## config.mk

```make
export PLATFORM = sky130hd
export DESIGN_NAME = uart_tx_buffered
export DESIGN_NICKNAME = d
export VERILOG_FILES = /design/src/rtl/uart_pkg.sv /design/src/rtl/uart_tx_fifo.sv /design/src/rtl/uart_tx_buffered.sv
export SDC_FILE = /design/constraint.sdc
export NUM_CORES = 1
export LEC_CHECK = 0
export CELL_PAD_IN_SITES_DETAIL_PLACEMENT = 0
export CELL_PAD_IN_SITES_GLOBAL_PLACEMENT = 2
export CORE_ASPECT_RATIO = 1.1
export CORE_UTILIZATION = 35
export DETAILED_ROUTE_END_ITERATION = 12
export PLACE_DENSITY_LB_ADDON = 0.1
export SETUP_SLACK_MARGIN = 0.05
export SYNTH_ARGS = -nofsm -noshare
export SYNTH_HDL_FRONTEND = slang
export SYNTH_SLANG_ARGS = --single-unit
```

## constraint.sdc

```tcl
create_clock -name clk -period 4.75 [get_ports clk]
set_input_delay 1.425 -clock clk [delete_from_list [all_inputs] [get_ports clk]]
set_output_delay 1.425 -clock clk [all_outputs]
set_load 0.01 [all_outputs]
```

## src/rtl/uart_pkg.sv

```systemverilog
// Shared types and constants for the buffered UART transmitter.
// FSM state encoding plus frame-format constants.
package uart_pkg;

  typedef enum logic [2:0] {
    IDLE,
    START,
    DATA,
    PARITY,
    STOP
  } tx_state_e;

  localparam logic UART_IDLE_LEVEL = 1'b1;
  localparam int   DATA_BITS       = 8;
  localparam int   MIN_DIV         = 2;

endpackage

```

## src/rtl/uart_tx_fifo.sv

```systemverilog
// Byte FIFO feeding the UART shifter.
// Show-ahead read port, registered full/empty flags.
module uart_tx_fifo #(
  parameter int DEPTH = 8
) (
  input  logic                   clk,
  input  logic                   resetn,
  input  logic                   push,
  input  logic [7:0]             din,
  input  logic                   pop,
  output logic [7:0]             dout,
  output logic                   full,
  output logic                   empty,
  output logic [$clog2(DEPTH):0] level
);

  localparam int AW = $clog2(DEPTH);

  logic [7:0]    mem_q [DEPTH];
  logic [AW-1:0] wr_q, wr_d;
  logic [AW-1:0] rd_q, rd_d;
  logic [AW:0]   cnt_q, cnt_d;
  logic          full_q, full_d;
  logic          empty_q, empty_d;
  logic          do_push, do_pop;

  // pointer/count update; a push while full is dropped
  always_comb begin
    do_push = push & ~full_q;
    do_pop  = pop & ~empty_q;
    wr_d    = wr_q + AW'(do_push);
    rd_d    = rd_q + AW'(do_pop);
    cnt_d   = cnt_q + (AW+1)'(do_push)
                    - (AW+1)'(do_pop);
    full_d  = (cnt_d == (AW+1)'(DEPTH));
    empty_d = (cnt_d == '0);
  end

  // storage array, no reset needed
  always_ff @(posedge clk) begin
    if (do_push) mem_q[wr_q] <= din;
  end

  // pointer and flag registers
  always_ff @(posedge clk or negedge resetn) begin
    if (!resetn) begin
      wr_q    <= '0;
      rd_q    <= '0;
      cnt_q   <= '0;
      full_q  <= 1'b0;
      empty_q <= 1'b1;
    end else begin
      wr_q    <= wr_d;
      rd_q    <= rd_d;
      cnt_q   <= cnt_d;
      full_q  <= full_d;
      empty_q <= empty_d;
    end
  end

  assign dout  = mem_q[rd_q];
  assign full  = full_q;
  assign empty = empty_q;
  assign level = cnt_q;

endmodule

```

## src/rtl/uart_tx_buffered.sv

```systemverilog
// Buffered 8N1 UART transmitter with programmable bit period.
// Define UART_TX_PARITY_EN for 8E1 frames (extra even-parity bit).
module uart_tx_buffered
  import uart_pkg::*;
#(
  parameter int FIFO_DEPTH  = 8,
  parameter int DEFAULT_DIV = 106,
  parameter int DIV_WIDTH   = 16
) (
  input  logic                        clk,
  input  logic                        resetn,
  input  logic                        reg_div_we,
  input  logic [DIV_WIDTH-1:0]        reg_div_di,
  output logic [DIV_WIDTH-1:0]        reg_div_do,
  input  logic                        reg_dat_we,
  input  logic [7:0]                  reg_dat_di,
  output logic                        reg_dat_wait,
  output logic [$clog2(FIFO_DEPTH):0] tx_level,
  output logic                        tx_busy,
  output logic                        ser_tx
);

  localparam int LW = $clog2(FIFO_DEPTH) + 1;

  tx_state_e            state_q, state_d;
  logic [DIV_WIDTH-1:0] div_q, div_d;
  logic [DIV_WIDTH-1:0] dlat_q, dlat_d;
  logic [DIV_WIDTH-1:0] cnt_q, cnt_d;
  logic [7:0]           shift_q, shift_d;
  logic [2:0]           bit_q, bit_d;
  logic                 ser_q, ser_d;
`ifdef UART_TX_PARITY_EN
  logic                 par_q, par_d;
`endif

  logic [DIV_WIDTH-1:0] eff_div;
  logic                 start_frame;
  logic                 fifo_pop;
  logic [7:0]           fifo_dout;
  logic                 fifo_full;
  logic                 fifo_empty;
  logic [LW-1:0]        fifo_level;

  uart_tx_fifo #(
    .DEPTH(FIFO_DEPTH)
  ) u_fifo (
    .clk   (clk),
    .resetn(resetn),
    .push  (reg_dat_we),
    .din   (reg_dat_di),
    .pop   (fifo_pop),
    .dout  (fifo_dout),
    .full  (fifo_full),
    .empty (fifo_empty),
    .level (fifo_level)
  );

  assign eff_div = (div_q < DIV_WIDTH'(MIN_DIV))
                 ? DIV_WIDTH'(MIN_DIV) : div_q;

  // next-state, counter and line-level logic
  always_comb begin
    state_d     = state_q;
    div_d       = reg_div_we ? reg_div_di : div_q;
    dlat_d      = dlat_q;
    cnt_d       = cnt_q;
    shift_d     = shift_q;
    bit_d       = bit_q;
    ser_d       = UART_IDLE_LEVEL;
    start_frame = 1'b0;
    fifo_pop    = 1'b0;
`ifdef UART_TX_PARITY_EN
    par_d       = par_q;
`endif
    unique case (state_q)
      IDLE: begin
        start_frame = ~fifo_empty;
      end
      START: begin
        ser_d = 1'b0;
        cnt_d = cnt_q - 1'b1;
        if (cnt_q == '0) begin
          cnt_d   = dlat_q - 1'b1;
          bit_d   = '0;
          state_d = DATA;
        end
      end
      DATA: begin
        ser_d = shift_q[0];
        cnt_d = cnt_q - 1'b1;
        if (cnt_q == '0) begin
          cnt_d   = dlat_q - 1'b1;
          shift_d = shift_q >> 1;
          bit_d   = bit_q + 1'b1;
          if (bit_q == 3'(DATA_BITS-1)) begin
`ifdef UART_TX_PARITY_EN
            state_d = PARITY;
`else
            state_d = STOP;
`endif
          end
        end
      end
`ifdef UART_TX_PARITY_EN
      PARITY: begin
        ser_d = par_q;
        cnt_d = cnt_q - 1'b1;
        if (cnt_q == '0) begin
          cnt_d   = dlat_q - 1'b1;
          state_d = STOP;
        end
      end
`endif
      STOP: begin
        cnt_d = cnt_q - 1'b1;
        if (cnt_q == '0) begin
          state_d     = IDLE;
          start_frame = ~fifo_empty;
        end
      end
      default: state_d = IDLE;
    endcase
    // divider is sampled once per frame here
    if (start_frame) begin
      fifo_pop = 1'b1;
      shift_d  = fifo_dout;
      dlat_d   = eff_div;
      cnt_d    = eff_div - 1'b1;
      state_d  = START;
`ifdef UART_TX_PARITY_EN
      par_d    = ^fifo_dout;
`endif
    end
  end

  // state registers; ser_tx is a flop so the pad never glitches
  always_ff @(posedge clk or negedge resetn) begin
    if (!resetn) begin
      state_q <= IDLE;
      div_q   <= DIV_WIDTH'(DEFAULT_DIV);
      dlat_q  <= DIV_WIDTH'(DEFAULT_DIV);
      cnt_q   <= '0;
      shift_q <= '0;
      bit_q   <= '0;
      ser_q   <= UART_IDLE_LEVEL;
`ifdef UART_TX_PARITY_EN
      par_q   <= 1'b0;
`endif
    end else begin
      state_q <= state_d;
      div_q   <= div_d;
      dlat_q  <= dlat_d;
      cnt_q   <= cnt_d;
      shift_q <= shift_d;
      bit_q   <= bit_d;
      ser_q   <= ser_d;
`ifdef UART_TX_PARITY_EN
      par_q   <= par_d;
`endif
    end
  end

  assign reg_div_do   = div_q;
  assign reg_dat_wait = fifo_full;
  assign tx_level     = fifo_level;
  assign tx_busy      = (state_q != IDLE)
                      | (fifo_level != '0);
  assign ser_tx       = ser_q;

endmodule

```

==> metrics.md <==
| Metric | Value |
|---|---|
| Slew @ Worst Pin | `approximately 1.1 ns` |
| CP max FO | `14` |
| # setup viols final | `0` |
| Pwr Density | `578 nW/µm²` |
| Worst-skew pair later-pin latency | `0.42 ns` |
| CTS Hold Bufs | `0` |
| Port bufs | `50` |
| CP startpoint | `state_q[0]` |
| Final HPWL DP | `11.0 mm` |
| TritonRoute pass-1 iters | `4` |
| Yosys top cell by area | `edfxtp_1` |
| Flops & latches, synth | `around 140` |
| Post-placement worst setup slack | `about 1.2 ns` |
| Critical path type | `flip-flop to output port` |
| RSZ-0062 raised after global routing | `false` |
| Critical path's slowest cell | `dfrtp_1` |
| YS warnings | `0` |
| Distinct cells, synth | `62` |
| Max Clock Freq | `approximately 300 MHz` |
| WP data arrival | `1.92 ns` |
| Relative slew slack | `28.7%` |
| FF-to-FF Start | `cnt_q[0]` |
| IO Pins | `51` |
| Mapped Area | `6730 µm²` |
| Worst setup SP type | `flip-flop` |
| Synth top area cells | `edfxtp_1 (29%), dfrtp_1 (24%), mux4_2 (5.4%)` |
| PnR Total Power | `about 4.7 mW` |
| Wirelength per Cell | `18.3 µm` |
| # DRC | `0` |
| Maximum VDD drop | `~280 µV` |
| Outcome | `completed` |
| Mapped Avg Cell Area | `approximately 12 µm²` |
| Min cycle time layout | `around 3.3 ns` |
| Chip height | `approximately 150 µm` |
| FP Rows | `52` |
| Width of the die | `about 130 µm` |
| CP max stage delay | `roughly 0.55 ns` |
| CP Cell Sequence | `nor2_1, nand4_1, clkdlybuf4s50_1` |
| CP delay by family, top | `flip-flops` |
| Final GP Congestion | `about 0.76` |
| Crit path required time | `between 3 and 4 ns` |
| Overflow left after global routing | `0` |
| First-pass GRT wire length | `around 26 mm` |
| Initial antenna violation count | `0` |
| Share of layout cells above drive strength 1 | `between 15 and 20%` |
| EDFF count, synth | `64` |
| Async SR Flop Fraction | `a little over half` |
| Max Cap Viol | `0` |
| CTS H-tree depth | `4` |
| Commonest non-fill, non-tap cell in the layout | `nand2_1` |
| LEAKAGE | `roughly 3 nW` |
| Fin crit share | `between 70% and 80%` |
| Final WS setup | `1.41 ns` |
| Total GRT Usage | `between 10% and 20%` |
| TritonCTS clock tree | `yes` |
| Synth Flop Type | `dfrtp_1` |
| CP Capture Type | `output port` |
| Synthesized netlist cell count | `550` |
| Post-layout nets | `646` |
| Setup TNS | `0 ns` |
| Hold Vio Cnt, Final | `0` |
| CP bufs+invs | `1` |
| CTS sink count | `139` |
| HP Class | `flip-flop to flip-flop` |
| Die area | `19800 µm²` |
| Vias/cell | `between 5 and 6` |
| Worst-path clk slew | `~0.06 ns` |
| Max Slew Vio Count | `0` |
| Final Util | `43.5%` |
| Core area | `roughly 19000 µm²` |
| Starting Density | `around 36%` |
| P&R area growth vs syn | `20.2%` |
| Maximum number of pins on one net before global-route repair | `76` |
| Mapped Nets | `~590` |
| Drt total wl | `~16 mm` |
| Via count | `around 4500` |
| Sequential-to-total area share from yosys stat | `56.6%` |
| Initial DRC count | `~250` |
| Antenna fix cells | `0` |
| Min-delay src | `dlat_q[3]` |
| Inserted Clock Buffers | `17` |
| Vias in the first global route | `around 4500` |
| Antenna-violating nets left | `0` |
| Worst Clk Skew | `0.0108 ns` |
| Clk Tree Root Cell | `clkbuf_16` |
| Setup bufs post-CTS | `0` |
| CTS resizes | `0` |
| CTS Buffer Depth | `2` |
| Most frequent cells in the layout | `nand2_1 (69), dfrtp_1 (65), edfxtp_1 (64), clkdlybuf4s50_1 (49), nor2_1 (42)` |
| Area share of the largest cell type after synthesis | `approximately 29%` |
## state kept, by name (all words and copies together), names as in the netlist
signal,cells
cnt_q,16
reg_div_do,16
shift_q,8
state_q,3
ser_tx,1
u_fifo.full,1
u_fifo.wr_q,3
u_fifo.rd_q,3
dlat_q,16
bit_q,3
u_fifo.mem_q,64
u_fifo.level,4
u_fifo.empty,1
## kinds of logic (layout without fill, tap and decap cells)
group / after synthesis / in the layout / synth area share, %
multiplexers: 43 / 43 / 9.67
flip-flops: 139 / 139 / 56.6
buffers and inverters: 31 / 98 / 2.01
XOR/XNOR: 31 / 31 / 4.03
AND/OR/NAND/NOR: 200 / 200 / 15.5
AO/OA/AOI/OAI: 92 / 92 / 9.43
adder cells (fa/ha/maj): 14 / 14 / 2.71
## routing by layer
| metal | vias to the layer above | global-route usage, % | wire (µm) |
|---|---|---|---|
| met5 | - | 0 | 0 |
| met4 | 0 | 5.45 | 211 |
| met3 | 13 | 3.05 | 674 |
| met2 | 99 | 25.3 | 7160 |
| met1 | 2250 | 25.6 | 7690 |
| li1 | 2166 | - | - |
## area by class of cell
class,count,area [µm²]
multi-input cells,380,2780
well taps,243,304
flip-flops and latches,139,3810
repair buffers,57,551
clock inverters,15,181
clock buffers,17,425
fillers,1775,10500
inverters,9,33.8
## synth_stat cells (3+ instances only)
cell type and count:
buf_4 4, a21o_1 3, or3_1 7, mux2i_1 11, nor2b_1 8, nand2b_1 11, a22oi_1 9, and3_1 3
nand4b_1 3, nand4_1 7, o2bb2ai_1 3, nor3_1 13, clkbuf_1 15, mux2_2 16, o211ai_1 5, edfxtp_1 64
nor4_1 8, a31oi_1 3, o21ai_0 18, a21oi_1 20, nand2_1 69, xnor2_1 15, o31ai_1 4, ha_1 13
dfstp_2 10, a211oi_1 6, nor2_1 42, nand3_1 8, o21a_1 4, xor2_1 16, mux4_2 16, dfrtp_1 65
or4_1 5, inv_1 9, buf_2 3
## worst reg2reg max path, delay by kind of cell (launching register included)
family / cells / cell delay [ns]
AOI/OAI and AO/OA: 1 / 0.46
and+or+nand+nor: 6 / 1.28
DFF: 1 / 0.47
adders and majority gates: 3 / 0.79
buffers and inverters: 1 / 0.14
## power breakdown
group	internal (mW)	switching, mW	leakage [nW]
Sequential	1.59	0.387	1.48
Clock	0.795	0.563	0.291
Combinational	0.661	0.681	1.26
Total	3.05	1.63	3.03
## through the flow
step | hold slack, ns | std cells | area, µm²
global route | 0.508 | 860 | 8090
global placement | 0.478 | 828 | 7480
floorplan | 0.457 | 550 | 6730
finish | 0.492 | 860 | 8090
CTS | 0.496 | 860 | 8090
detailed placement | 0.476 | 828 | 7480
## path summary, 6_finish.rpt
| kind | slack [ns] | end | depth (start not counted) |
|---|---|---|---|
| min | 0.49 | dlat_q[3] | 2 |
| min in group asynchronous | 1.13 | u_fifo.level[2] | 1 |
| max in group asynchronous | 2.93 | reg_div_do[13] | 1 |
| max | 1.41 | tx_busy | 3 |
| min reg2reg | 0.49 | dlat_q[3] | 2 |
| max reg2reg | 1.56 | u_fifo.full | 11 |
Power figures use the tool's default switching activity.
